===== src/rtl/bullet_manager.sv =====
// Bullet slot table: spawn handshake, once-per-frame move sweep, kill port,
// and registered per-pixel sprite lookup outputs for the bullet renderer.
module bullet_manager #(
    parameter int unsigned N_SLOTS  = 20,
    parameter int unsigned B_SIZE   = 36,
    parameter int unsigned H_ACTIVE = 640,
    parameter int unsigned V_ACTIVE = 480
) (
    input  logic                    CLK,
    input  logic                    RST,
    input  logic                    frame_tick,
    input  logic [9:0]              hc,
    input  logic [9:0]              vc,
    input  logic                    fire_req,
    input  logic [9:0]              fire_x,
    input  logic [9:0]              fire_y,
    input  logic [3:0]              fire_angle,
    input  logic [3:0]              fire_type,
    output logic                    fire_ack,
    output logic                    fire_drop,
    input  logic                    kill_valid,
    input  logic [4:0]              kill_slot,
    output logic [N_SLOTS-1:0]      bullet_active,
    output logic [N_SLOTS-1:0]      bullet_in_pixel,
    output logic [10*N_SLOTS-1:0]   bullet_hc,
    output logic [10*N_SLOTS-1:0]   bullet_vc,
    output logic [4*N_SLOTS-1:0]    bullet_angle,
    output logic [4*N_SLOTS-1:0]    bullet_type,
    output logic                    sweep_busy,
    output logic                    frame_overrun
);
    localparam logic [4:0]         LAST_IDX = 5'(N_SLOTS - 1);
    localparam logic signed [11:0] MAX_X    = 12'(H_ACTIVE - B_SIZE);
    localparam logic signed [11:0] MAX_Y    = 12'(V_ACTIVE - B_SIZE);
    localparam logic [10:0]        SPAN     = 11'(B_SIZE);

    typedef enum logic {IDLE, SWEEP} state_t;

    state_t             state, state_n;
    logic [4:0]         idx, idx_n;
    logic [9:0]         x_q   [N_SLOTS];
    logic [9:0]         y_q   [N_SLOTS];
    logic [3:0]         ang_q [N_SLOTS];
    logic [3:0]         typ_q [N_SLOTS];

    logic               free_found;
    logic [4:0]         free_idx;
    logic               kill_hit;
    logic [3:0]         ang_dy;
    logic signed [11:0] nx, ny;
    logic               leaving;

    // Per-angle step; the vertical step reuses the table rotated by a quarter turn.
    function automatic logic signed [11:0] vel(input logic [3:0] k);
        case (k)
            4'd0, 4'd1, 4'd15: vel = 12'sd4;
            4'd2, 4'd14:       vel = 12'sd3;
            4'd3, 4'd13:       vel = 12'sd2;
            4'd4, 4'd12:       vel = 12'sd0;
            4'd5, 4'd11:       vel = -12'sd2;
            4'd6, 4'd10:       vel = -12'sd3;
            default:           vel = -12'sd4;
        endcase
    endfunction

    always_comb begin
        state_n    = state;
        idx_n      = idx;
        fire_ack   = 1'b0;
        fire_drop  = 1'b0;
        free_found = 1'b0;
        free_idx   = '0;
        kill_hit   = kill_valid && (kill_slot < 5'(N_SLOTS));
        ang_dy     = ang_q[idx] + 4'd12;
        nx         = $signed({2'b00, x_q[idx]}) + vel(ang_q[idx]);
        ny         = $signed({2'b00, y_q[idx]}) + vel(ang_dy);
        leaving    = nx[11] || ny[11] || (nx > MAX_X) || (ny > MAX_Y);

        // Descending scan so the lowest free index is the one left standing.
        for (int i = int'(N_SLOTS) - 1; i >= 0; i--) begin
            if (!bullet_active[i]) begin
                free_found = 1'b1;
                free_idx   = 5'(i);
            end
        end

        case (state)
            IDLE: begin
                if (!RST) begin
                    if (frame_tick) begin
                        state_n = SWEEP;
                        idx_n   = '0;
                    end else if (fire_req) begin
                        fire_ack  = free_found;
                        fire_drop = !free_found;
                    end
                end
            end
            SWEEP: begin
                if (idx == LAST_IDX) begin
                    state_n = IDLE;
                    idx_n   = '0;
                end else begin
                    idx_n = idx + 5'd1;
                end
            end
            default: state_n = IDLE;
        endcase
    end

    always_ff @(posedge CLK) begin
        if (RST) begin
            state           <= IDLE;
            idx             <= '0;
            sweep_busy      <= 1'b0;
            frame_overrun   <= 1'b0;
            bullet_active   <= '0;
            bullet_in_pixel <= '0;
            bullet_hc       <= '0;
            bullet_vc       <= '0;
            bullet_angle    <= '0;
            bullet_type     <= '0;
            for (int i = 0; i < int'(N_SLOTS); i++) begin
                x_q[i]   <= '0;
                y_q[i]   <= '0;
                ang_q[i] <= '0;
                typ_q[i] <= '0;
            end
        end else begin
            state      <= state_n;
            idx        <= idx_n;
            sweep_busy <= (state_n == SWEEP);
            if (frame_tick && (state == SWEEP))
                frame_overrun <= 1'b1;

            if (fire_ack) begin
                x_q[free_idx]           <= fire_x;
                y_q[free_idx]           <= fire_y;
                ang_q[free_idx]         <= fire_angle;
                typ_q[free_idx]         <= fire_type;
                bullet_active[free_idx] <= 1'b1;
            end

            // A kill aimed at the slot under the sweep suppresses its move entirely.
            if ((state == SWEEP) && bullet_active[idx] && !(kill_hit && (kill_slot == idx))) begin
                if (leaving) begin
                    bullet_active[idx] <= 1'b0;
                end else begin
                    x_q[idx] <= nx[9:0];
                    y_q[idx] <= ny[9:0];
                end
            end

            if (kill_hit)
                bullet_active[kill_slot] <= 1'b0;

            for (int i = 0; i < int'(N_SLOTS); i++) begin
                bullet_in_pixel[i] <= bullet_active[i]
                    && (hc >= x_q[i]) && ({1'b0, hc} < ({1'b0, x_q[i]} + SPAN))
                    && (vc >= y_q[i]) && ({1'b0, vc} < ({1'b0, y_q[i]} + SPAN));
                bullet_hc[10*i +: 10]   <= hc - x_q[i];
                bullet_vc[10*i +: 10]   <= vc - y_q[i];
                bullet_angle[4*i +: 4]  <= ang_q[i];
                bullet_type[4*i +: 4]   <= typ_q[i];
            end
        end
    end
endmodule


===== config.mk =====
export PLATFORM = sky130hd
export DESIGN_NAME = bullet_manager
export DESIGN_NICKNAME = d
export VERILOG_FILES = /design/src/rtl/bullet_manager.sv
export SDC_FILE = /design/constraint.sdc
export NUM_CORES = 2
export LEC_CHECK = 0
export CAP_MARGIN = 0
export CORE_UTILIZATION = 54
export CTS_CLUSTER_SIZE = 12
export DETAILED_ROUTE_END_ITERATION = 7
export PLACE_DENSITY = 0.78
export RECOVER_POWER = 100
export SKIP_LAST_GASP = 1
export SYNTH_ARGS = -nofsm -noshare
export SYNTH_HDL_FRONTEND = slang
export SYNTH_SLANG_ARGS = --single-unit

===== constraint.sdc =====
create_clock -name CLK -period 7.7 [get_ports CLK]
set_input_delay 1.54 -clock CLK [delete_from_list [all_inputs] [get_ports CLK]]
set_output_delay 1.54 -clock CLK [all_outputs]
set_load 0.01 [all_outputs]

==> metrics <==
Fin Hold WS=0.450 ns; asr flop ratio synth=0%; Setup CP Type=reg -> reg; fin crit period=7.39 ns; fin. max-slew vios=517; worst r2r dst=x_q[9][9]$_SDFFCE_PN0P_; Worst VDD drop=0.232 mV; total CTS buffers=156; DRT Pass-1 Iters=8; Sink Count=1460; gr usage total=34.2%; design area=96500 µm²; final worst-path cycle share=96.0%; average size of a mapped cell=11.1 µm²; H-tree Lvls=4; Final ANT Viol Nets=0; initial antenna violation count=22; Worst Setup End Kind=register; Total Wirelength=266000 µm; hpwl dp=203000 µm; Worst Hold Class=reg -> reg; Initial Utilization=54.7%; first-pass GRT wire length=386000 µm; post-synthesis sequential area ratio=46.4%; max cap viols=7; area leader, netlist=edfxtp_1; Core Box Area=149000 µm²; WP data required=8.12 ns; Final Wtd Congestion=1.01; Die Y=390 µm; Die W=390 µm; final core occ=64.9%; IO Pins=662; Synth area leaders=edfxtp_1, dfxtp_1, ha_1; placed cell areas=91900 µm²; Yosys cell types=90; clock-pin slew on the worst setup and hold paths=0.06 ns; Post-Syn Area=81300 µm²; Yosys reg bits=1460; top-count cell post-synth=edfxtp_1; ys flop type=edfxtp_1; maximum clock frequency=135 MHz; port bufs=661; CP Launch Type=register; GRT overflow=0; relative slew slack=-206%; nets=9261; Vias=62404; Worst-Margin Slew=4.58 ns; failing checks=DRC, capacitance limit, slew limit; Reg2Reg Setup Slack=0.31 ns; post-detailed-route via-to-cell ratio=5.94; vias in the first global route=60861; clock skew=0.0358 ns; crit path capture=x_q[9][9]$_SDFFCE_PN0P_; Worst-Skew Late Latency=0.81 ns; Initial DRC Count=6885; EDFF count, synth=848; DRC viols=1; setup tns final=0 ns; Crit Path Max Fanout=20; Avg WL per Cell=25.3 µm; Root Driver=clkbuf_16; outcome=complete, but fails checks; largest net degree at the start of global routing=109; area grow syn2layout=18.7%; Yosys warnings=0; synth cell count leaders=edfxtp_1, nor2_1, ha_1; CTS Buffer Depth=3; RSZ-0062 raised after global routing=no; fraction of layout cells with a size suffix above 1=7.97%; crit path DAT=7.81 ns; power density over the cells=208 nW/µm²; reg2reg path depth=23; Setup Viol. Count Final=0; area of the die=152000 µm²; Hold Vio Cnt, Final=0; leakage=40.3 nW; row count=141; Yosys top cell area share=31.3%; TritonCTS clock tree=built; post-synthesis cell count=7338
==> timing repair <==
action                     CTS  global route
setup buffers                0             1
hold buffers                 0             0
gates resized for setup      0             0
setup endpoints to repair    0            36
==> flip-flops by register name (all words and copies together), names as in the netlist, named ones only <==
name,count
bullet_active,20
x_q,320
bullet_type,80
idx,5
y_q,320
ang_q,128
frame_overrun,1
bullet_angle,80
bullet_in_pixel,20
state,1
typ_q,80
bullet_hc,200
bullet_vc,200
==> critical path, stage by stage, from the launching register on <==
cell and delay (ns):
dfxtp_4 0.53, mux4_2 0.58, mux4_2 0.48, mux2_2 0.35
inv_1 0.18, ha_1 0.27, mux2_2 0.27, nand2_1 0.08
o21ai_0 0.22, fa_1 0.50, a21o_1 0.18, a21oi_1 0.22
nor2b_1 0.10, o31ai_1 0.37, o21bai_1 0.14, a211oi_1 0.25
mux2i_1 0.11, a311oi_2 0.36, o211ai_2 0.26, nor2_4 0.30
buf_4 0.40, a31oi_1 0.18, nand2b_1 0.10, buf_2 0.54
==> worst min path at each step <==
| stage | startpoint | to | slack (ns) | cells past startpoint |
|---|---|---|---|---|
| 2_1_floorplan | typ_q[0][0]$_SDFFCE_PN0P_ | bullet_type[0]$_SDFF_PP0_ | 0.43 | 1 |
| 3_3_place_gp | typ_q[1][0]$_SDFFCE_PN0P_ | bullet_type[4]$_SDFF_PP0_ | 0.43 | 1 |
| 3_5_place_dp | typ_q[7][0]$_SDFFCE_PN0P_ | bullet_type[28]$_SDFF_PP0_ | 0.44 | 1 |
| 4_1_cts | typ_q[7][0]$_SDFFCE_PN0P_ | bullet_type[28]$_SDFF_PP0_ | 0.45 | 1 |
| 5_1_grt | typ_q[15][3]$_SDFFCE_PN0P_ | bullet_type[63]$_SDFF_PP0_ | 0.47 | 1 |
| 6_report | typ_q[14][3]$_SDFFCE_PN0P_ | bullet_type[59]$_SDFF_PP0_ | 0.45 | 1 |
==> metal layers <==
layer	global-route usage, %	routed length, µm	part of all wire (%)	up-vias
met5	0	103	0.039	-
li1	-	-	-	27854
met2	53.3	119000	45	3458
met3	7.96	28500	11	755
met4	19.6	17100	6.4	14
met1	43.9	101000	38	30323
==> logic make-up after synthesis <==
logic type | synth area share, %
other cells | 0.00461
fa+ha+maj | 13.2
simple gates | 12.7
flops | 46.4
buf+inv | 3.98
compound gates | 10.6
mux | 7.36
xor+xnor | 5.79
==> cell type report <==
type,count,area [µm²]
sequential,1460,37700
timing repair buffer,842,7800
antenna,10,25.0
inverter,543,2040
clock buffer,232,4370
fill,11427,52100
multi-input combinational,5367,41400
tap,2002,2500
clock inverter,49,567
==> stage by stage <==
step | instances | power [mW] | worst slack [ns]
5_1_grt | 10499 | 20.7 | 0.0482
3_3_place_gp | 10213 | 12.9 | 0.492
2_1_floorplan | 7625 | 11.3 | 0.00645
4_1_cts | 10494 | 20.2 | 0.353
6_report | 10505 | 20.0 | 0.309
3_5_place_dp | 10213 | 13.0 | 0.415
==> cell usage in the layout (no fill, tap or decap), drive strengths merged, types with 11 or more instances in the layout <==
| master | netlist | final |
|---|---|---|
| edfxtp | 848 | 848 |
| nor2 | 802 | 802 |
| ha | 791 | 791 |
| dlygate4sd3 | 0 | 612 |
| dfxtp | 612 | 612 |
| inv | 540 | 553 |
| xnor2 | 399 | 399 |
| a21oi | 381 | 381 |
| nor2b | 339 | 339 |
| clkbuf | 146 | 311 |
| a21o | 291 | 291 |
| conb | 1 | 288 |
| o21ai | 237 | 237 |
| o21a | 209 | 209 |
| mux4 | 207 | 207 |
| nor3 | 180 | 180 |
| and2 | 166 | 166 |
| nand2b | 142 | 142 |
| xor2 | 138 | 138 |
| nand2 | 119 | 119 |
| buf | 109 | 119 |
| nand3 | 101 | 101 |
| nand4 | 86 | 86 |
| mux2i | 74 | 74 |
| a31oi | 63 | 63 |
| mux2 | 50 | 50 |
| or3 | 44 | 44 |
| fa | 42 | 42 |
| a221oi | 38 | 38 |
| clkinv | 3 | 34 |
| clkdlybuf4s50 | 0 | 32 |
| or2 | 25 | 25 |
| a22oi | 21 | 21 |
| or4b | 15 | 15 |
| o211ai | 14 | 14 |
| o21bai | 11 | 11 |
==> power breakdown <==
part           switching, mW  internal [mW]  leakage, nW
logic                   2.19           1.56         24.3
registers              0.279           8.76         13.6
clock network           3.19           4.08         2.39
total                   5.65           14.4         40.3
(Power assumes the default switching activity.)
